## src/rtl/regibank_wrctrl_pkg.sv

```systemverilog
// Shared constants and helpers for the register-bank write-port controller
// and its arbiter. Optional bypass path: REGIBANK_WRCTRL_BYPASS_EN.
package regibank_wrctrl_pkg;

  localparam int WR_SRC_EXEC  = 0;
  localparam int WR_SRC_MEM   = 1;
  localparam int WR_SRC_DBG   = 2;
  localparam int WR_SRC_TOTAL = 3;

  // Starvation counters need one bit beyond clog2 so the limit itself is representable.
  function automatic int cnt_width(input int limit);
    return $clog2(limit) + 1;
  endfunction

endpackage

```

## src/rtl/regibank_wrarb.sv

```systemverilog
// Combinational arbiter: starved entries (lowest index first) beat the fixed
// memaccess > executor > debug order. Produces a one-hot grant over full entries.
module regibank_wrarb
  import regibank_wrctrl_pkg::*;
#(
  parameter int starve_limit = 4,
  parameter int cntw         = cnt_width(starve_limit)
) (
  input  logic [WR_SRC_TOTAL-1:0]      full,
  input  logic [WR_SRC_TOTAL*cntw-1:0] cnt,
  output logic [WR_SRC_TOTAL-1:0]      grant
);

  logic [WR_SRC_TOTAL-1:0] starved;

  always_comb begin
    starved = '0;
    for (int i = 0; i < WR_SRC_TOTAL; i++) begin
      starved[i] = full[i] && (cnt[i*cntw +: cntw] >= cntw'(starve_limit));
    end
  end

  always_comb begin
    grant = '0;
    if (|starved) begin
      if (starved[WR_SRC_EXEC])     grant[WR_SRC_EXEC] = 1'b1;
      else if (starved[WR_SRC_MEM]) grant[WR_SRC_MEM]  = 1'b1;
      else                          grant[WR_SRC_DBG]  = 1'b1;
    end else if (full[WR_SRC_MEM]) begin
      grant[WR_SRC_MEM] = 1'b1;
    end else if (full[WR_SRC_EXEC]) begin
      grant[WR_SRC_EXEC] = 1'b1;
    end else if (full[WR_SRC_DBG]) begin
      grant[WR_SRC_DBG] = 1'b1;
    end
  end

endmodule

```

## src/rtl/regibank_wrctrl.sv

```systemverilog
// Write-port controller for the integer register bank: one holding register per
// source, arbitrated onto a registered write port; x0 writes are dropped.
// Optional macro REGIBANK_WRCTRL_BYPASS_EN forwards a lone request when all holding registers are empty.
module regibank_wrctrl
  import regibank_wrctrl_pkg::*;
#(
  parameter int abits        = 6,
  parameter int dwidth       = 64,
  parameter int tagw         = 3,
  parameter int starve_limit = 4
) (
  input  logic                           i_clk,
  input  logic                           i_rst,
  input  logic [WR_SRC_TOTAL-1:0]        i_req_valid,
  input  logic [WR_SRC_TOTAL*abits-1:0]  i_req_addr,
  input  logic [WR_SRC_TOTAL*dwidth-1:0] i_req_data,
  input  logic [WR_SRC_TOTAL*tagw-1:0]   i_req_tag,
  output logic [WR_SRC_TOTAL-1:0]        o_req_ready,
  output logic                           o_wena,
  output logic [abits-1:0]               o_waddr,
  output logic [dwidth-1:0]              o_wdata,
  output logic [tagw-1:0]                o_wtag,
  output logic [WR_SRC_TOTAL-1:0]        o_pending,
  output logic                           o_busy
);

  localparam int cntw = cnt_width(starve_limit);

  typedef struct packed {
    logic              full;
    logic [abits-1:0]  addr;
    logic [dwidth-1:0] data;
    logic [tagw-1:0]   tag;
    logic [cntw-1:0]   cnt;
  } RegWrReqType;

  typedef struct packed {
    RegWrReqType [0:WR_SRC_TOTAL-1] arr;
    logic                           wena;
    logic [abits-1:0]               waddr;
    logic [dwidth-1:0]              wdata;
    logic [tagw-1:0]                wtag;
  } RegibankWrctrl_registers;

  localparam RegibankWrctrl_registers R_RESET = '0;

  RegibankWrctrl_registers r, rin;

  logic [WR_SRC_TOTAL-1:0]      full;
  logic [WR_SRC_TOTAL*cntw-1:0] cnt_flat;
  logic [WR_SRC_TOTAL-1:0]      grant;
  logic [WR_SRC_TOTAL-1:0]      ready;
  logic [WR_SRC_TOTAL-1:0]      accept;
  logic [WR_SRC_TOTAL-1:0]      byp;
  logic                         sel_vld;
  logic [abits-1:0]             sel_addr;
  logic [dwidth-1:0]            sel_data;
  logic [tagw-1:0]              sel_tag;

  function automatic logic [cntw-1:0] cnt_sat_inc(input logic [cntw-1:0] c);
    return (&c) ? c : c + cntw'(1);
  endfunction

  always_comb begin
    full     = '0;
    cnt_flat = '0;
    for (int i = 0; i < WR_SRC_TOTAL; i++) begin
      full[i]                  = r.arr[i].full;
      cnt_flat[i*cntw +: cntw] = r.arr[i].cnt;
    end
  end

  regibank_wrarb #(
    .starve_limit(starve_limit),
    .cntw        (cntw)
  ) u_arb (
    .full (full),
    .cnt  (cnt_flat),
    .grant(grant)
  );

  assign ready  = ~full | grant;
  assign accept = i_req_valid & ready;

`ifdef REGIBANK_WRCTRL_BYPASS_EN
  // Only an idle bank may be bypassed, so the bypass never races a granted entry.
  always_comb begin
    byp = '0;
    if (!(|full)) begin
      if (i_req_valid[WR_SRC_MEM])       byp[WR_SRC_MEM]  = 1'b1;
      else if (i_req_valid[WR_SRC_EXEC]) byp[WR_SRC_EXEC] = 1'b1;
      else if (i_req_valid[WR_SRC_DBG])  byp[WR_SRC_DBG]  = 1'b1;
    end
  end
`else
  assign byp = '0;
`endif

  always_comb begin
    rin      = r;
    sel_vld  = 1'b0;
    sel_addr = '0;
    sel_data = '0;
    sel_tag  = '0;
    for (int i = 0; i < WR_SRC_TOTAL; i++) begin
      if (grant[i]) begin
        sel_vld  = 1'b1;
        sel_addr = r.arr[i].addr;
        sel_data = r.arr[i].data;
        sel_tag  = r.arr[i].tag;
      end else if (byp[i]) begin
        sel_vld  = 1'b1;
        sel_addr = i_req_addr[i*abits +: abits];
        sel_data = i_req_data[i*dwidth +: dwidth];
        sel_tag  = i_req_tag[i*tagw +: tagw];
      end

      // A refill in the grant cycle overrides the clear.
      if (accept[i] && !byp[i]) begin
        rin.arr[i].full = 1'b1;
        rin.arr[i].addr = i_req_addr[i*abits +: abits];
        rin.arr[i].data = i_req_data[i*dwidth +: dwidth];
        rin.arr[i].tag  = i_req_tag[i*tagw +: tagw];
      end else if (grant[i]) begin
        rin.arr[i].full = 1'b0;
      end

      rin.arr[i].cnt = (full[i] && !grant[i]) ? cnt_sat_inc(r.arr[i].cnt) : '0;
    end

    rin.wena = 1'b0;
    if (sel_vld && (sel_addr != '0)) begin
      rin.wena  = 1'b1;
      rin.waddr = sel_addr;
      rin.wdata = sel_data;
      rin.wtag  = sel_tag;
    end
  end

  always_ff @(posedge i_clk) begin
    if (i_rst) r <= R_RESET;
    else       r <= rin;
  end

  assign o_req_ready = ready;
  assign o_wena      = r.wena;
  assign o_waddr     = r.waddr;
  assign o_wdata     = r.wdata;
  assign o_wtag      = r.wtag;
  assign o_pending   = full;
  assign o_busy      = (|full) | r.wena;

endmodule

```

## config.mk

```make
export PLATFORM = sky130hd
export DESIGN_NAME = regibank_wrctrl
export DESIGN_NICKNAME = d
export VERILOG_FILES = /design/src/rtl/regibank_wrctrl_pkg.sv /design/src/rtl/regibank_wrarb.sv /design/src/rtl/regibank_wrctrl.sv
export SDC_FILE = /design/constraint.sdc
export NUM_CORES = 1
export LEC_CHECK = 0
export ABC_CLOCK_PERIOD_IN_PS = 2300
export CORE_UTILIZATION = 31
export CTS_BUF_LIST = sky130_fd_sc_hd__clkbuf_16
export DETAILED_ROUTE_END_ITERATION = 8
export GPL_ROUTABILITY_DRIVEN = 0
export SYNTH_ARGS = -nofsm -noshare
export SYNTH_HDL_FRONTEND = slang
export SYNTH_SLANG_ARGS = --single-unit
```

## constraint.sdc

```tcl
create_clock -name i_clk -period 2.3 [get_ports i_clk]
set_input_delay 0.23 -clock i_clk [delete_from_list [all_inputs] [get_ports i_clk]]
set_output_delay 0.23 -clock i_clk [all_outputs]
set_load 0.01 [all_outputs]
```

==> results.yml, run 1 <==
synth:
  synth_commonest_cells: "nand2_1 (444), dfxtp_1 (305), a21oi_1 (225), clkbuf_1 (113), nor3_1 (77)"
  synthFlopType: "dfxtp_1"
  yosys.cell_count.top_type: "nand2_1"
  synth_largest_area_cell: "dfxtp_1"
  synth_sequential_area_ratio_pct: 50.4
  yosysTopAreaCellShare_pct: 50.4
  yosys_warnings: 0
  ys_top_cells_by_area: "dfxtp_1 (50%), nand2_1 (14%), a21oi_1 (9.3%)"
  synth.distinct_cells: 36
  ys_seq_elements: 305
  synth_edf_count: 0
  synth_fp_nets: 1680
  async_reset_ff_share_pct: 0
  avgSynthCellArea_sq_um: 8.35
  postSynthCellCount: 1450
  synth_area_sq_um: 12100
die:
  start_util_pct: 31.4
  die_w_um: 200
  die_y_um: 200
  dieArea_sq_um: 39900
  core_area_sq_um: 38600
  rows: 72
  io_pins: 305
sta:
  setup_viol: 49
  tns_ns: -1.12
  fmax_ghz: 0.423
  slew_viol_final: 0
  fin_ws_ns: -0.0651
  hold_viol_final: 0
  min_period_ns: 2.37
  worst_pin_slew_ns: 0.589
  relSlewSlack_pct: 60.7
  clock_skew_ns: 0.0119
  final.period_utilization_pct: 103
  rsz0062_at_grt: "yes"
pwr:
  peakVddDrop_uv: 410
  power_density_nw_per_um2: 862
  power.share.combinational_pct: 20.4
  sw_frac_of_total_pct: 27.5
  p_seq_share_pct: 41.2
  leakage_nw: 6.11
  switchingPower_mw: 4.02
  p_int_mw: 10.6
  clkPwrFrac_pct: 38.4
worst_setup_path:
  required_ns: 2.72
  end_kind: "flop"
  worst-setup-path-type: "flop to flop"
  start_kind: "flop"
  cp_max_fo: 9
  reg2reg_depth: 8
  worst-endpoint-arrival_ns: 2.79
global_routing:
  grt_pass1_vias: 10800
  track_usage_pct: 20.1
  grt-ovfl-total: 0
  grt_antenna_before_repair: 5
  grt_max_degree: 75
  grt_pass1_wl_mm: 61.7
run_status:
  status: "finished with violations"
  violations: "negative setup slack"
routing:
  antenna_left: 0
  dr.pass1.iters: 6
  routedWlPerCell_um: 19.5
  drt_iter0_markers: 1038
  via_per_inst: 5.18
  routed_wl_mm: 42.7
  drc: 0
  routed-via-count: 11400
worst_hold_path:
  min_path_type: "primary input to flop"
  min_delay_path_depth: 2
final_layout:
  multi_input_area_sq_um: 5150
  fillers: 3807
  seq_area_sq_um: 6110
  layout.nets: 1877
  syn2layout_area_growth_pct: 40.0
  drive_gt1_share_pct: 10.9
cts:
  cts_hold_buf: 0
  clock_latency_ns: 0.51
  numCtsBuffers: 35
  clk_pin_slew_ns: 0.06
  clk_path_buf_depth: 3
  cts-root-buf: "clkbuf_16"
  cts.sink_count: 305
  cts_tree: "built"
  cts-htree-levels: 2
placed_design:
  dp_slack_ns: -0.0580
  dp_hpwl_mm: 27.1
  port-buffer-count: 304
run:
  cap_violations: 0
[state kept, by name, summed over array words and instances, names as in the netlist]
register and flops:
r 219, o_pending 3, o_waddr 6, o_wdata 64, o_wtag 3, cnt_flat 9
o_wena 1
[layer usage]
metal  track usage, %  routed length, um
met3             3.05               3090
met1             26.8              18300
met5                0                  0
met2             32.4              20000
met4             7.58               1250
[cells by family after synthesis]
kind of cell	share of synthesized area, %
flops	50.4
simple gates	18.2
mux	0.496
xor+xnor	0.217
buf+inv	8.96
compound gates	21.1
fa+ha+maj	0.620
[critical path, cell delays in order, from the launching register on]
cell and delay (ns):
dfxtp_2 0.33, nand3b_1 0.20, and2_4 0.19, a222oi_1 0.46, nand4_1 0.17, buf_4 0.20, or2_4 0.31, clkbuf_16 0.21
a211oi_2 0.19
[cells in the final DEF, fill, tap and decap left out, types with 6 or more instances in the layout]
cell and count:
nand2_1 439, clkdlybuf4s50_1 300, dfxtp_1 299, a21oi_1 224, nor3_1 75, a222oi_1 71
a211oi_2 46, clkbuf_16 41, buf_4 28, a211oi_1 21, buf_12 21, inv_1 10
clkinv_1 7, mux2i_1 6, nor2_1 6, ha_1 6, dfxtp_2 6
[what timing repair did]
action                     in CTS  in global routing
setup buffers                   3                  0
pin swaps                       3                  4
gates cloned                    0                  8
setup endpoints to repair      72                 71
hold endpoints to repair        0                  0
resized for setup              10                 33
[area by class of cell]
cell class | count | share of cell area (%)
Sequential cell | 305 | 36.1
Clock inverter | 26 | 1.49
Tap cell | 518 | 3.82
Antenna cell | 5 | 0.0738
Clock buffer | 36 | 5.32
Timing Repair Buffer | 361 | 22.8
Multi-Input combinational cell | 941 | 30.4
Inverter | 3 | 0.0665
[power by group through the flow]
stage / Combinational (mW) / Clock, mW / Sequential [mW]
final: 2.98 / 5.61 / 6.01
after global placement: 2.65 / 0 / 6.11
after floorplan: 1.59 / 0 / 6.01
after CTS: 2.70 / 5.70 / 6.01
after detailed placement: 2.68 / 0 / 6.12
after global routing: 3.19 / 5.94 / 6.05
[path summary, 6_finish.rpt]
| path | start | to | slack (ns) |
|---|---|---|---|
| worst max-delay path | cnt_flat[5] | o_wdata[1] | -0.07 |
| worst min-delay path | i_rst | r[256] | 0.15 |
| worst max register to register | cnt_flat[5] | o_wdata[1] | -0.07 |
| worst min register to register | r[237] | r[237] | 0.45 |
[through the flow]
stage          hold WS (ns)  utilization (%)  cell area (sq um)  total power [mW]  cells
2_1_floorplan         0.347                -              12100              7.60   1450
3_3_place_gp          0.440             40.0              15400              8.76   2117
3_5_place_dp          0.446             40.0              15400              8.80   2117
4_1_cts               0.132             43.1              16600              14.4   2182
5_1_grt               0.159             43.9              16900              15.2   2195
6_report              0.152             43.9              16900              14.6   2195
No activity file was read; power rests on OpenSTA's default activity.
==> run 2, diff against run 1 <==
--- a/config.mk
+++ b/config.mk
@@ -5,7 +5,7 @@
 export SDC_FILE = /design/constraint.sdc
 export NUM_CORES = 1
 export LEC_CHECK = 0
-export ABC_CLOCK_PERIOD_IN_PS = 2300
+export ABC_CLOCK_PERIOD_IN_PS = 2250
 export CORE_UTILIZATION = 31
 export CTS_BUF_LIST = sky130_fd_sc_hd__clkbuf_16
 export DETAILED_ROUTE_END_ITERATION = 8
==> constraint.sdc (replaced) <==
create_clock -name i_clk -period 2.25 [get_ports i_clk]
set_input_delay 0.225 -clock i_clk [delete_from_list [all_inputs] [get_ports i_clk]]
set_output_delay 0.225 -clock i_clk [all_outputs]
set_load 0.01 [all_outputs]
==> run 2 against run 1 <==
The run still ends with negative setup slack left. Sequential power up 2%. Via count down 1.5%. Utilization down 0.39 points. Combinational power down 3%. Die area unchanged. Sequential cell count unchanged. Clock skew up 0.0090 ns. Count of clock-buffer cells in the layout down 2. Largest power group unchanged.
==> results.yml, run 2 (synthesis results as in run 1) <==
worst_setup_path:
  cp_max_fo: 37
  end_kind: "flop"
  worst-setup-path-type: "flop to flop"
  regToRegSetupSlack_ns: -0.06
  reg2reg_depth: 8
  start_kind: "flop"
  required_ns: 2.68
  worst-endpoint-arrival_ns: 2.74
  r2r-start: "o_pending[1]"
  r2r-end: "o_wdata[29]"
run:
  cap_violations: 0
cts:
  cts_hold_buf: 0
  numCtsBuffers: 34
  cts-root-buf: "clkbuf_16"
  clk_pin_slew_ns: 0.06
  cts.sink_count: 305
  clock_latency_ns: 0.51
  cts-htree-levels: 2
  clk_path_buf_depth: 3
  cts_tree: "built"
global_routing:
  grt.met3_usage_pct: 2.70
  met1_usage_pct: 26.6
  grt.busiest_layer: "met2"
  grt_max_degree: 85
  grt_antenna_before_repair: 2
  grt-ovfl-total: 0
  grt_pass1_wl_mm: 62.0
  use_met2_pct: 32.8
  grt_pass1_vias: 10900
  track_usage_pct: 20.1
sta:
  worst_pin_slew_ns: 0.604
  setup_viol: 31
  slew_viol_final: 0
  clock_skew_ns: 0.0209
  rsz0062_at_grt: "yes"
  fin_ws_ns: -0.0607
  min_period_ns: 2.31
  relSlewSlack_pct: 59.8
  fmax_ghz: 0.433
  hold_viol_final: 0
  final.period_utilization_pct: 103
routing:
  dr.pass1.iters: 7
  routed_wl_mm: 41.8
  drc: 0
  routedWlPerCell_um: 19.1
  via_per_inst: 5.12
  drt_iter0_markers: 908
  antenna_left: 0
  routed-via-count: 11200
final_layout:
  syn2layout_area_growth_pct: 38.7
  layout_commonest_cell: "nand2_1"
  final_cell_mix: "nand2_1 (439), clkdlybuf4s50_1 (300), dfxtp_1 (299), a21oi_1 (222), a222oi_1 (71)"
  largest_register: "r"
  layout.nets: 1875
  largest_reg_flops: 219
  stdcell_area_sq_um: 16800
  drive_gt1_share_pct: 11.2
placed_design:
  place_area_sq_um: 15500
  port-buffer-count: 304
  dp_hpwl_mm: 27.4
  dp_slack_ns: -0.0947
die:
  die_y_um: 200
  rows: 72
  io_pins: 305
  start_util_pct: 31.4
  die_w_um: 200
  dieArea_sq_um: 39900
  core_area_sq_um: 38600
pwr:
  leakage_nw: 6.03
  power_density_nw_per_um2: 847
  peakVddDrop_uv: 475
worst_hold_path:
  min_delay_path_depth: 2
  worstHoldStart: "i_rst"
  holdPathEnd: "r[103]"
  min_path_type: "primary input to flop"
run_status:
  status: "finished with violations"
  violations: "negative setup slack"
## run 2: per-layer routing
layer | up-vias | part of all wire (%)
met5 | - | 0
met4 | 0 | 2.9
met3 | 75 | 6.1
met2 | 428 | 47
met1 | 5326 | 44
li1 | 5385 | -
## run 2: area by class of cell
| cell class | count | area, sq um |
|---|---|---|
| tap | 518 | 648 |
| sequential | 305 | 6110 |
| fill | 3892 | 21800 |
| inverter | 3 | 11.3 |
| clock inverter | 27 | 178 |
| clock buffer | 34 | 851 |
| multi-input combinational | 940 | 5210 |
| antenna | 2 | 5.00 |
| timing repair buffer | 361 | 3780 |
## run 2: how the worst max path moves through the flow
stage / from / to / slack [ns]
final: o_pending[1] / o_wdata[29] / -0.06
after detailed placement: o_pending[1] / o_waddr[5] / -0.09
after floorplan: o_pending[0] / o_wdata[50] / -0.21
after global placement: o_pending[1] / o_waddr[5] / -0.05
after CTS: o_pending[0] / o_waddr[5] / 0.05
after global routing: o_pending[1] / o_wdata[29] / -0.14
## run 2: critical path, cell delays in order, from the launching register on
cell and delay (ns):
dfxtp_2 0.34, a21boi_2 0.17, and2_4 0.18, a222oi_1 0.45, nand4_1 0.15, buf_4 0.19
or2_4 0.27, buf_12 0.18, a211oi_1 0.24
## run 2: repair_timing
item / CTS / global route
pin swaps: 4 / 6
setup endpoints to repair: 73 / 69
buffers inserted: 5 / 6
resized for setup: 10 / 44
## run 2: metrics by stage
stage | hold slack, ns | cells | setup TNS (ns) | power, mW | utilization [%]
global route | 0.111 | 2190 | -6.62 | 14.8 | 43.6
CTS | 0.0914 | 2183 | 0 | 14.2 | 42.9
finish | 0.101 | 2190 | -0.822 | 14.2 | 43.6
detailed placement | 0.447 | 2117 | -3.40 | 9.01 | 40.1
floorplan | 0.342 | 1450 | -10.30 | 7.77 | -
global placement | 0.441 | 2117 | -0.0523 | 8.97 | 40.1
## run 2: power by group
part | leakage [nW] | internal (mW) | switching [mW]
sequential | 2.51 | 5.86 | 0.293
clock | 0.538 | 2.98 | 2.20
combinational | 2.98 | 1.40 | 1.49
total | 6.03 | 10.2 | 3.99
==> run 3, diff against run 2 <==
--- a/config.mk
+++ b/config.mk
@@ -8,8 +8,10 @@
 export ABC_CLOCK_PERIOD_IN_PS = 2250
 export CORE_UTILIZATION = 31
 export CTS_BUF_LIST = sky130_fd_sc_hd__clkbuf_16
+export CTS_CLUSTER_DIAMETER = 60
 export DETAILED_ROUTE_END_ITERATION = 8
 export GPL_ROUTABILITY_DRIVEN = 0
 export SYNTH_ARGS = -nofsm -noshare
 export SYNTH_HDL_FRONTEND = slang
 export SYNTH_SLANG_ARGS = --single-unit
+export TNS_END_PERCENT = 100
==> run 3 against run 2 <==
The run still ends with negative setup slack left. Largest cell class unchanged. Sequential share of layout area down 0.53 points. Non-clock buffer count is 2 higher. Sequential power is essentially flat. Via count rose by 0.92%. Largest power group unchanged. Combinational power grew 5%. Die area unchanged. Worst setup slack worse by 0.0030 ns. Critical endpoint is now o_wdata[1]. Global-route usage up 0.14 points. Critical path depth stayed put. Clock skew is 0.0023 ns lower. Final cell count grew 0.27%.
==> results.yml, run 3 (synthesis results as in run 1) <==
final_layout:
  drive_gt1_share_pct: 12.1
  fin_util_pct: 44.2
  layout.nets: 1880
  largest_register: "r"
  final_cells: 2196
  syn2layout_area_growth_pct: 40.8
  final_cell_mix: "nand2_1 (439), dfxtp_1 (299), clkdlybuf4s50_1 (299), a21oi_1 (223), a222oi_1 (71)"
  fillers: 3873
  stdcell_area_sq_um: 17100
  layout_commonest_cell: "nand2_1"
  largest_reg_flops: 219
worst_setup_path:
  required_ns: 2.68
  worst-setup-path-type: "flop to flop"
  r2r-end: "o_wdata[1]"
  cpLargestDelayFamily: "simple AND/OR/NAND/NOR gates"
  worst-endpoint-arrival_ns: 2.74
  cpPeakStageDelay_ns: 0.46
  end_kind: "flop"
  r2r-start: "cnt_flat[5]"
  path_buf_inv: 2
  regToRegSetupSlack_ns: -0.06
  cp_max_fo: 9
  slowest_stage: "a222oi_1"
  path_cells: "nand3b_1 > and2_4 > a222oi_1 > nand4_1 > buf_4 > or2_4 > clkbuf_16 > a211oi_2"
  reg2reg_depth: 8
  start_kind: "flop"
cts:
  clock_latency_ns: 0.52
  numCtsBuffers: 37
  cts_tree: "built"
  cts_hold_buf: 0
  cts-htree-levels: 2
  cts-root-buf: "clkbuf_16"
  clk_pin_slew_ns: 0.06
  clk_path_buf_depth: 3
  cts.sink_count: 305
die:
  die_w_um: 200
  die_y_um: 200
  core_area_sq_um: 38600
  start_util_pct: 31.4
  io_pins: 305
  dieArea_sq_um: 39900
  rows: 72
run_status:
  violations: "negative setup slack"
  status: "finished with violations"
placed_design:
  place_area_sq_um: 15500
  port-buffer-count: 304
  dp_hpwl_mm: 27.4
  dp_slack_ns: -0.0947
  numPlacedInstances: 2117
routing:
  routed-via-count: 11300
  dr.pass1.iters: 7
  routedWlPerCell_um: 19.4
  antenna_left: 0
  routed_wl_mm: 42.7
  drt_iter0_markers: 1042
  drc: 0
  via_per_inst: 5.15
sta:
  worst_pin_slew_ns: 0.619
  fin_ws_ns: -0.0637
  slew_viol_final: 0
  relSlewSlack_pct: 58.7
  clock_skew_ns: 0.0186
  hold_viol_final: 0
  timing.hold.ws_ns: 0.107
  setup_viol: 68
  fmax_ghz: 0.432
  rsz0062_at_grt: "yes"
  tns_ns: -2.58
  min_period_ns: 2.31
  final.period_utilization_pct: 103
global_routing:
  grt_antenna_before_repair: 1
  track_usage_pct: 20.2
  grt_pass1_vias: 10900
  grt_pass1_wl_mm: 62.4
  grt-ovfl-total: 0
  grt_max_degree: 85
pwr:
  peakVddDrop_uv: 409
  clkPwrFrac_pct: 38.1
  power_density_nw_per_um2: 870
  p_int_mw: 10.7
  leakage_nw: 6.14
  power.share.combinational_pct: 20.4
  sw_frac_of_total_pct: 27.9
  switchingPower_mw: 4.14
  finalPower_mw: 14.8
  p_seq_share_pct: 41.5
worst_hold_path:
  min_delay_path_depth: 2
  worstHoldStart: "i_rst"
  holdPathEnd: "r[180]"
  min_path_type: "primary input to flop"
run:
  cap_violations: 0
==> run 3: changes by cell type in the layout (fill, tap and decap cells not counted), sizes merged <==
cell,delta
clkdlybuf4s50,-1
diode,-1
clkbuf,+8
buf,-1
dlygate4sd2,-1
clkdlybuf4s15,+1
clkinvlp,+2
dlymetal6s2s,+1
inv,-2
==> run 3: per-layer routing <==
| layer | share of wire (%) | track usage [%] | wire (um) | vias to the layer above |
|---|---|---|---|---|
| met5 | 0 | 0 | 0 | - |
| met4 | 3.4 | 7.97 | 1430 | 0 |
| met3 | 6.8 | 3.00 | 2910 | 93 |
| met2 | 47 | 33.0 | 20100 | 476 |
| met1 | 43 | 26.7 | 18300 | 5365 |
| li1 | - | - | - | 5383 |
==> run 3: power groups by stage <==
stage	sequential [mW]	clock [mW]	combinational (mW)
2_1_floorplan	6.15	0	1.62
3_3_place_gp	6.25	0	2.72
3_5_place_dp	6.26	0	2.75
4_1_cts	6.14	5.78	2.78
5_1_grt	6.20	6.01	3.24
6_report	6.16	5.65	3.03
==> run 3: how the worst max path moves through the flow <==
stage / start / endpoint / slack [ns] / depth (start not counted)
floorplan: o_pending[0] / o_wdata[50] / -0.21 / 11
global placement: o_pending[1] / o_waddr[5] / -0.05 / 7
detailed placement: o_pending[1] / o_waddr[5] / -0.09 / 7
CTS: o_pending[1] / o_wdata[30] / 0.005 / 8
global route: cnt_flat[5] / o_wdata[35] / -0.14 / 8
finish: cnt_flat[5] / o_wdata[1] / -0.06 / 8
==> run 3: repair_timing <==
item	4_1_cts	5_1_grt
buffers inserted	4	4
pin swaps	3	6
gates resized for setup	9	57
gates cloned	0	5
endpoints found under the setup margin	73	71
==> run 3: area by class of cell <==
type                    count  area (sq um)  share of cell area (%)
repair buffers            363          3860                    22.7
flip-flops and latches    305          6120                    35.9
inverters                   3          11.3                  0.0660
clock inverters            27           176                    1.03
clock buffers              39           976                    5.72
well taps                 518           648                    3.80
diodes                      1          2.50                  0.0147
multi-input cells         940          5260                    30.8
